**config.mk**
```make
export PLATFORM = sky130hd
export DESIGN_NAME = mitchell_product_accumulator
export DESIGN_NICKNAME = d
export VERILOG_FILES = /design/src/rtl/mitchell_product_accumulator.sv
export SDC_FILE = /design/constraint.sdc
export NUM_CORES = 1
export LEC_CHECK = 0
export ABC_CLOCK_PERIOD_IN_PS = 6900
export CORE_MARGIN = 4
export CORE_UTILIZATION = 58
export DETAILED_ROUTE_END_ITERATION = 8
export PLACE_DENSITY_LB_ADDON = 0.25
export SLEW_MARGIN = 25
export SYNTH_ARGS = -nofsm -noshare
export SYNTH_HDL_FRONTEND = slang
export SYNTH_SLANG_ARGS = --single-unit
```
**constraint.sdc**
```tcl
create_clock -name clk -period 6.9 [get_ports clk]
set_input_delay 2.07 -clock clk [delete_from_list [all_inputs] [get_ports clk]]
set_output_delay 2.07 -clock clk [all_outputs]
set_load 0.02 [all_outputs]
```
**src/rtl/mitchell_product_accumulator.sv**
```systemverilog
// Vector accumulator for sign-magnitude Mitchell multiplier products.
// Sums one dot-product row in a wide two's-complement register and emits a
// saturated sign-magnitude result in the input format once the row closes.
module mitchell_product_accumulator #(
  parameter int unsigned BITSIZE = 16,
  parameter int unsigned FRAC    = 11,
  parameter int unsigned GUARD   = 8
) (
  input  logic               clk,
  input  logic               rst,
  input  logic [BITSIZE-1:0] in_data,
  input  logic               in_valid,
  input  logic               in_last,
  output logic               in_ready,
  output logic [BITSIZE-1:0] out_data,
  output logic               out_sat,
  output logic [GUARD:0]     out_count,
  output logic               out_valid,
  input  logic               out_ready
);

  localparam int unsigned W = BITSIZE + GUARD;
  // Count value just before the term that fills a full 2^GUARD vector.
  localparam logic [GUARD:0] LastCnt = {1'b0, {GUARD{1'b1}}};
  localparam logic [GUARD:0] CntOne  = 1;

  // The binary point only passes through; the format just has to be sane.
  if (FRAC > BITSIZE - 1) begin : g_frac_check
    $error("FRAC must not exceed BITSIZE-1");
  end

  typedef enum logic {StAcc, StHold} state_e;

  state_e               state_q, state_d;
  logic [W-1:0]         acc_q;
  logic [GUARD:0]       cnt_q;

  logic [W-1:0]         mag;
  logic [W-1:0]         term;
  logic [W-1:0]         sum;
  logic [W-1:0]         abs_sum;
  logic                 sum_sat;
  logic [BITSIZE-1:0]   sum_fmt;
  logic                 accept;
  logic                 close;

  assign in_ready  = (state_q == StAcc) & ~rst;
  assign out_valid = (state_q == StHold);
  assign accept    = in_valid & in_ready;
  assign close     = accept & (in_last | (cnt_q == LastCnt));

  // Term conversion, running sum and saturating sign-magnitude formatting.
  always_comb begin
    mag     = {{(GUARD + 1){1'b0}}, in_data[BITSIZE-2:0]};
    term    = in_data[BITSIZE-1] ? (~mag + 1'b1) : mag;
    sum     = acc_q + term;
    abs_sum = sum[W-1] ? (~sum + 1'b1) : sum;
    // Any set bit at or above the sign position means |s| exceeds the format.
    sum_sat = |abs_sum[W-1:BITSIZE-1];
    // A zero sum is non-negative, so it never carries a sign bit.
    sum_fmt = {sum[W-1], sum_sat ? {(BITSIZE - 1){1'b1}} : abs_sum[BITSIZE-2:0]};
  end

  // State register.
  always_ff @(posedge clk) begin
    if (rst) begin
      state_q <= StAcc;
    end else begin
      state_q <= state_d;
    end
  end

  // Next state: close a vector into HOLD, leave HOLD on the output handshake.
  always_comb begin
    state_d = state_q;
    unique case (state_q)
      StAcc:   if (close) state_d = StHold;
      StHold:  if (out_ready) state_d = StAcc;
      default: state_d = StAcc;
    endcase
  end

  // Accumulator, term counter and result registers.
  always_ff @(posedge clk) begin
    if (rst) begin
      acc_q     <= '0;
      cnt_q     <= '0;
      out_data  <= '0;
      out_sat   <= 1'b0;
      out_count <= '0;
    end else if (accept) begin
      if (close) begin
        out_data  <= sum_fmt;
        out_sat   <= sum_sat;
        out_count <= cnt_q + CntOne;
        acc_q     <= '0;
        cnt_q     <= '0;
      end else begin
        acc_q <= sum;
        cnt_q <= cnt_q + CntOne;
      end
    end
  end

endmodule

```
# Yosys cells after proc, flatten, opt, wreduce, memory -nomap -nowiden

Index checks and enable logic that the tools add are counted.

Input bits: 21
Word-level logic and storage cells: 29
Flip-flop bits (word level): 60

Add/subtract/negate cells: 4
Muxes and demuxes: 8
Bitwise gates (word level): 8
Reduce and logical (&&, ||, !) cells: 2
Eq/ne operators: 1

Operators by type and width:

| operator              | count |
|---|---|
| $mux 24               | 3 |
| $add 24x1->24 const B | 2 |
| $add 24x24->24        | 1 |
| $not 15->24           | 1 |
| $not 24->24           | 1 |
| $mux 15               | 1 |
| $add 9x1->9 const B   | 1 |
| $eq 9x8->1 const B    | 1 |
| $mux 9                | 1 |
| $reduce_or 9->1       | 1 |
| $and 1x1->1           | 3 |
| $mux 1                | 2 |
| $not 1->1             | 2 |
| $pmux 1 s2            | 1 |
| $reduce_and 2->1      | 1 |
| $or 1x1->1            | 1 |

# Longest topological paths before layout

Depth in word-level cells: 9
Depth in mapped cells: 21
Mapped depth without buffers: 18

# Worst setup path before layout

No wires, ideal clock.

Path type: in2reg
From: input in_data[7]
To: register out_data[1]
Path slack: 0.581 ns
Buffers on the path: 3
Data arrival time: 6.194 ns
Stages: 18
Data required time: 6.775 ns
Cells stage by stage: nor4_1 -> nand3_1 -> nand2_1 -> xnor2_1 -> ha_1 -> clkbuf_1 -> a21oi_1 -> nand2_1 -> o31ai_1 -> nor4_1 -> or4_4 -> or4_4 -> buf_6 -> o311ai_2 -> o311ai_2 -> a211oi_4 -> buf_6 -> a31oi_1

Word-level cells in the longest chain between the ends: 9

RTL lines:

| element              | RTL line | RTL |
|---|---|---|
| from (decl)          | 11       | `input logic [BITSIZE-1:0] in_data,` |
| $not 15->24          | 55       | `term = in_data[BITSIZE-1] ? (~mag + 1'b1) : mag;` |
| $add 24x1->24        | 55       |  |
| $mux 24 *            | 55       |  |
| $add 24x24->24 *     | 56       | `sum = acc_q + term;` |
| $not 24->24          | 57       | `abs_sum = sum[W-1] ? (~sum + 1'b1) : sum;` |
| $add 24x1->24        | 57       |  |
| $mux 24 *            | 57       |  |
| $reduce_or 9->1      | 59       | `sum_sat = \|abs_sum[W-1:BITSIZE-1];` |
| $mux 15 *            | 61       | `sum_fmt = {sum[W-1], sum_sat ? {(BITSIZE - 1){1'b1}} : abs_sum[BITSIZE-2:0]};` |
| to (signal assigned) | 93       | `out_data <= sum_fmt;` |
| to (decl)            | 15       | `output logic [BITSIZE-1:0] out_data,` |

Every way passes the cells marked *; elsewhere a longest branch is shown, timed or not.
A chain may end at the register's enable or synchronous reset.

# Final worst setup path

From: input in_data[0]
To: register out_data[14]

Same word-level chain as after synthesis.

==> impl_metrics.prom <==
# TYPE chip_impl_metric gauge
chip_impl_info{name="start_kind",value="input pin"} 1
chip_impl_metric{name="final_nets",unit=""} 771
chip_impl_metric{name="synthesized_area_fraction_occupied_by_adder_cells",unit="%"} 7.925
chip_impl_metric{name="hold_viol_final",unit=""} 0
chip_impl_metric{name="combinational_share_of_power",unit="%"} 37.2
chip_impl_metric{name="syn-instance-count",unit=""} 636
chip_impl_metric{name="fp.coreArea",unit="sq um"} 8175
chip_impl_metric{name="critPathArrivalTime",unit="ns"} 6.77
chip_impl_metric{name="floorplan.initialDensity",unit="%"} 59.09
chip_impl_metric{name="die_width",unit="um"} 99.27
chip_impl_metric{name="yosys-mux-area-fraction",unit="%"} 0.2072
chip_impl_metric{name="synth-edff-count",unit=""} 0
chip_impl_metric{name="critical_path_buffers_and_inverters",unit=""} 3
chip_impl_metric{name="grt_pass1_vias",unit=""} 4959
chip_impl_metric{name="design.portCount",unit=""} 49
chip_impl_metric{name="final.setup.worst_slack",unit="ns"} 0.3496
chip_impl_metric{name="p_leak",unit="nW"} 2.390
chip_impl_metric{name="cts_made_buffers",unit=""} 9
chip_impl_info{name="critPathTopFamily",value="simple AND/OR/NAND/NOR gates"} 1
chip_impl_metric{name="antennaDiodeCount",unit=""} 0
chip_impl_metric{name="share_seq_of_total_power",unit="%"} 33.3
chip_impl_metric{name="drt-initial-drc-count",unit=""} 337
chip_impl_metric{name="flow.area_growth_from_synthesis",unit="%"} 24.58
chip_impl_metric{name="drc_errors",unit=""} 0
chip_impl_metric{name="sw_frac_of_total",unit="%"} 35.63
chip_impl_metric{name="yosys.area_share.simple",unit="%"} 22.38
chip_impl_metric{name="critical_path_required",unit="ns"} 7.12
chip_impl_metric{name="syn_nets",unit=""} 687
chip_impl_metric{name="postSynthAreaPerCell",unit="sq um"} 7.596
chip_impl_metric{name="place_congestion",unit=""} 0.9314
chip_impl_info{name="dominantRegCellSynth",value="sky130_fd_sc_hd__dfxtp_1"} 1
chip_impl_metric{name="post-place-ws",unit="ns"} -0.1865
chip_impl_metric{name="detail_route.wl_per_cell",unit="um"} 17.03
chip_impl_metric{name="vdd_ir_drop_max",unit="mV"} 0.1042
chip_impl_info{name="tritoncts",value="done"} 1
chip_impl_info{name="worstHoldPathType",value="register to register"} 1
chip_impl_metric{name="grt_first_pass_wirelength",unit="mm"} 23.48
chip_impl_metric{name="post_synth_instance_area",unit="sq um"} 4831
chip_impl_metric{name="internal-power",unit="mW"} 0.7111
chip_impl_metric{name="asyncSetResetFlopFracSynth",unit="%"} 0
chip_impl_metric{name="timing.critical_path.fanout_max",unit=""} 16
chip_impl_metric{name="instances_no_fill",unit=""} 829
chip_impl_info{name="critical_path.endpoint_type",value="register"} 1
chip_impl_metric{name="clk-insertion-delay-late",unit="ns"} 0.35
chip_impl_info{name="timing_worst_setup_path_type",value="input pin to register"} 1
chip_impl_info{name="status",value="completed"} 1
chip_impl_info{name="synth.largest_area_cell",value="sky130_fd_sc_hd__dfxtp_1"} 1
chip_impl_metric{name="register_bit_count_reported_by_yosys",unit=""} 60
chip_impl_metric{name="power.density",unit="nW/um^2"} 183.5
chip_impl_metric{name="firstDrtPassIters",unit=""} 5
chip_impl_metric{name="inst_count_dp",unit=""} 813
chip_impl_metric{name="crit_path_max_incr_delay",unit="ns"} 0.62
chip_impl_metric{name="avgViaCountPerCell",unit=""} 6.238
chip_impl_metric{name="synthXorXnorAreaFrac",unit="%"} 9.220
chip_impl_metric{name="number_of_antenna_violations_at_the_first_check_in_global_routing",unit=""} 0
chip_impl_metric{name="yosys_warnings",unit=""} 0
chip_impl_metric{name="synth_sequential_area_ratio",unit="%"} 24.86
chip_impl_metric{name="antenna_left",unit=""} 0
chip_impl_metric{name="tightestPinTransition",unit="ns"} 1.023
chip_impl_metric{name="fp.dieH",unit="um"} 99.27
chip_impl_metric{name="min_period_over_period",unit="%"} 94.93
chip_impl_metric{name="port_buffers",unit=""} 48
chip_impl_info{name="critical_path.cell_chain",value="clkdlybuf4s50_1, buf_4, nor3_1, nand2_1, o31ai_1, xnor2_1, ha_1, and2_1, and3_1, and2_1, a221oi_1, or4_4, or4_4, o311ai_2, o311ai_2, a211oi_4, buf_12, a41oi_2"} 1
chip_impl_metric{name="layout-drive-gt1-share",unit="%"} 14.50
chip_impl_metric{name="design.die.area",unit="sq um"} 9854
chip_impl_metric{name="setup_viol",unit=""} 0
chip_impl_metric{name="clkSinkCount",unit=""} 60
chip_impl_metric{name="cts.htree.levels",unit=""} 3
chip_impl_info{name="unrepaired_setup_endpoints_after_global_routing",value="no"} 1
chip_impl_metric{name="clock_tree.buffer_depth",unit=""} 2
chip_impl_metric{name="timing.max_cap.violations",unit=""} 0
chip_impl_metric{name="globalRoute.totalOverflow",unit=""} 0
chip_impl_metric{name="setup-tns-final",unit="ns"} 0
chip_impl_metric{name="clk_transition_reported_paths",unit="ns"} 0.07
chip_impl_info{name="synth_area_leaders",value="sky130_fd_sc_hd__dfxtp_1, sky130_fd_sc_hd__ha_1, sky130_fd_sc_hd__xnor2_1"} 1
chip_impl_metric{name="num_rows",unit=""} 33
chip_impl_metric{name="yosys.cell_types.count",unit=""} 65
chip_impl_info{name="synthMostInstantiatedCell",value="sky130_fd_sc_hd__nor2_1"} 1
chip_impl_metric{name="power_frac_clock",unit="%"} 29.4
chip_impl_metric{name="synth_compound_area_share",unit="%"} 31.26
chip_impl_metric{name="final-max-slew-violation-count",unit=""} 0
chip_impl_info{name="critical_path.slowest_cell",value="sky130_fd_sc_hd__or4_4"} 1
chip_impl_metric{name="routed_wl",unit="mm"} 14.12
chip_impl_metric{name="slew-limit-headroom",unit="%"} 31.70
chip_impl_metric{name="dp.final_hpwl",unit="mm"} 10.67
chip_impl_metric{name="route.vias.total",unit=""} 5171
chip_impl_info{name="clk_root_buffer_cell",value="sky130_fd_sc_hd__clkbuf_8"} 1
chip_impl_metric{name="finClkSkew",unit="ns"} 0.01522
chip_impl_info{name="synth.cells.most_frequent",value="sky130_fd_sc_hd__nor2_1, sky130_fd_sc_hd__nand2_1, sky130_fd_sc_hd__dfxtp_1"} 1
chip_impl_metric{name="net-switching-power",unit="mW"} 0.3936
chip_impl_metric{name="grtUsageTotal",unit="%"} 28.99
chip_impl_metric{name="layout_min_cycle_time",unit="ns"} 6.550
chip_impl_metric{name="largest_net_degree_at_the_start_of_global_routing",unit=""} 61
chip_impl_metric{name="yosysTopAreaCellShare",unit="%"} 24.86
chip_impl_info{name="dominant_combinational_cell_family_by_area_after_synthesis",value="compound AO/OA/AOI/OAI gates"} 1
chip_impl_metric{name="maxClockFrequency",unit="GHz"} 0.1527
==> power by group through the flow <==
| stage | sequential (mW) | combinational [mW] | clock (mW) |
|---|---|---|---|
| floorplan | 0.384 | 0.248 | 0 |
| global placement | 0.375 | 0.385 | 0 |
| detailed placement | 0.376 | 0.393 | 0 |
| CTS | 0.368 | 0.395 | 0.328 |
| global route | 0.370 | 0.447 | 0.342 |
| finish | 0.368 | 0.411 | 0.325 |
==> cell usage in the layout, fill, tap and decap left out, types with 4 or more instances in the layout <==
cell type,Yosys,layout
sky130_fd_sc_hd__nor2_1,88,86
sky130_fd_sc_hd__nand2_1,63,63
sky130_fd_sc_hd__dfxtp_1,60,60
sky130_fd_sc_hd__buf_4,0,58
sky130_fd_sc_hd__clkdlybuf4s50_1,0,47
sky130_fd_sc_hd__a21oi_1,47,46
sky130_fd_sc_hd__xnor2_1,40,40
sky130_fd_sc_hd__o21ai_0,32,30
sky130_fd_sc_hd__ha_1,29,28
sky130_fd_sc_hd__a31oi_1,21,21
sky130_fd_sc_hd__a22oi_1,21,21
sky130_fd_sc_hd__o21bai_1,20,20
sky130_fd_sc_hd__a211oi_1,16,15
sky130_fd_sc_hd__nor3_1,14,13
sky130_fd_sc_hd__nand3_1,13,13
sky130_fd_sc_hd__o31a_1,11,11
sky130_fd_sc_hd__clkbuf_8,0,10
sky130_fd_sc_hd__and2_1,9,9
sky130_fd_sc_hd__xor2_1,9,9
sky130_fd_sc_hd__inv_1,8,8
sky130_fd_sc_hd__o31ai_1,8,8
sky130_fd_sc_hd__nand4_1,8,8
sky130_fd_sc_hd__and3_1,7,7
sky130_fd_sc_hd__nand2b_1,6,6
sky130_fd_sc_hd__o21ai_1,3,5
sky130_fd_sc_hd__o211ai_1,4,4
sky130_fd_sc_hd__a21o_1,4,4
==> worst paths after layout <==
kind | start | to | slack (ns) | cells past startpoint
worst max-delay path | in_data[0] | out_data[14] | 0.35 | 18
worst max register to register | acc_q[0] | out_data[14] | 2.63 | 13
worst min-delay path | out_count[1] | out_count[1] | 0.46 | 2
worst min register to register | out_count[1] | out_count[1] | 0.46 | 2
==> metrics by stage <==
| step | cell area, sq um | util [%] | total power [mW] | hold slack [ns] |
|---|---|---|---|---|
| 4_1_cts | 5948 | 72.76 | 1.091 | 0.4633 |
| 5_1_grt | 6018 | 73.61 | 1.159 | 0.4862 |
| 2_1_floorplan | 4831 | - | 0.6314 | 0.4356 |
| 3_3_place_gp | 5758 | 70.43 | 0.7597 | 0.4450 |
| 3_5_place_dp | 5758 | 70.43 | 0.7691 | 0.4536 |
| 6_report | 6018 | 73.61 | 1.105 | 0.4598 |
==> registers in the layout (all words and copies together), names as in the netlist <==
register,cells
out_data,16
acc_q,24
out_sat,1
cnt_q,9
out_count,9
out_valid,1
==> worst reg2reg max path: stages, from the launching register on <==
cell and delay [ns]:
sky130_fd_sc_hd__dfxtp_1 0.33, sky130_fd_sc_hd__ha_1 0.23, sky130_fd_sc_hd__fa_1 0.44, sky130_fd_sc_hd__a211o_1 0.32, sky130_fd_sc_hd__and3_1 0.19, sky130_fd_sc_hd__nor4_1 0.22, sky130_fd_sc_hd__nor4_1 0.13, sky130_fd_sc_hd__or4_4 0.58
sky130_fd_sc_hd__or4_4 0.62, sky130_fd_sc_hd__o311ai_2 0.33, sky130_fd_sc_hd__o311ai_2 0.18, sky130_fd_sc_hd__a211oi_4 0.28, sky130_fd_sc_hd__buf_12 0.18, sky130_fd_sc_hd__a41oi_2 0.11
==> layout make-up <==
cell class                 count  area [sq um]
timing repair buffer         109         970.9
clock inverter                 5         52.55
multi-input combinational    531          3491
tap                          105         131.4
inverter                       9         33.78
clock buffer                  10         137.6
sequential                    60          1201
fill                         646          2157
==> repair_timing <==
item,4_1_cts,5_1_grt
hold buffers,0,0
resized for setup,0,13
setup endpoints to repair,0,16
setup buffers,0,1
==> metal layers <==
layer  GRT usage, %  vias to the layer above  part of all wire, %
met4          9.979                        0                  2.7
met3          6.592                       34                  9.0
met5              0                        -                    0
li1               -                     2501                    -
met2          47.47                      240                   46
met1          37.62                     2396                   42
==> cells by family after synthesis <==
logic type,Yosys count
XOR/XNOR,50
adder cells (fa/ha/maj),30
multiplexers,1
buffers and inverters,45
AO/OA/AOI/OAI,216
AND/OR/NAND/NOR,234
flip-flops,60
No activity file was read; power rests on OpenSTA's default activity.
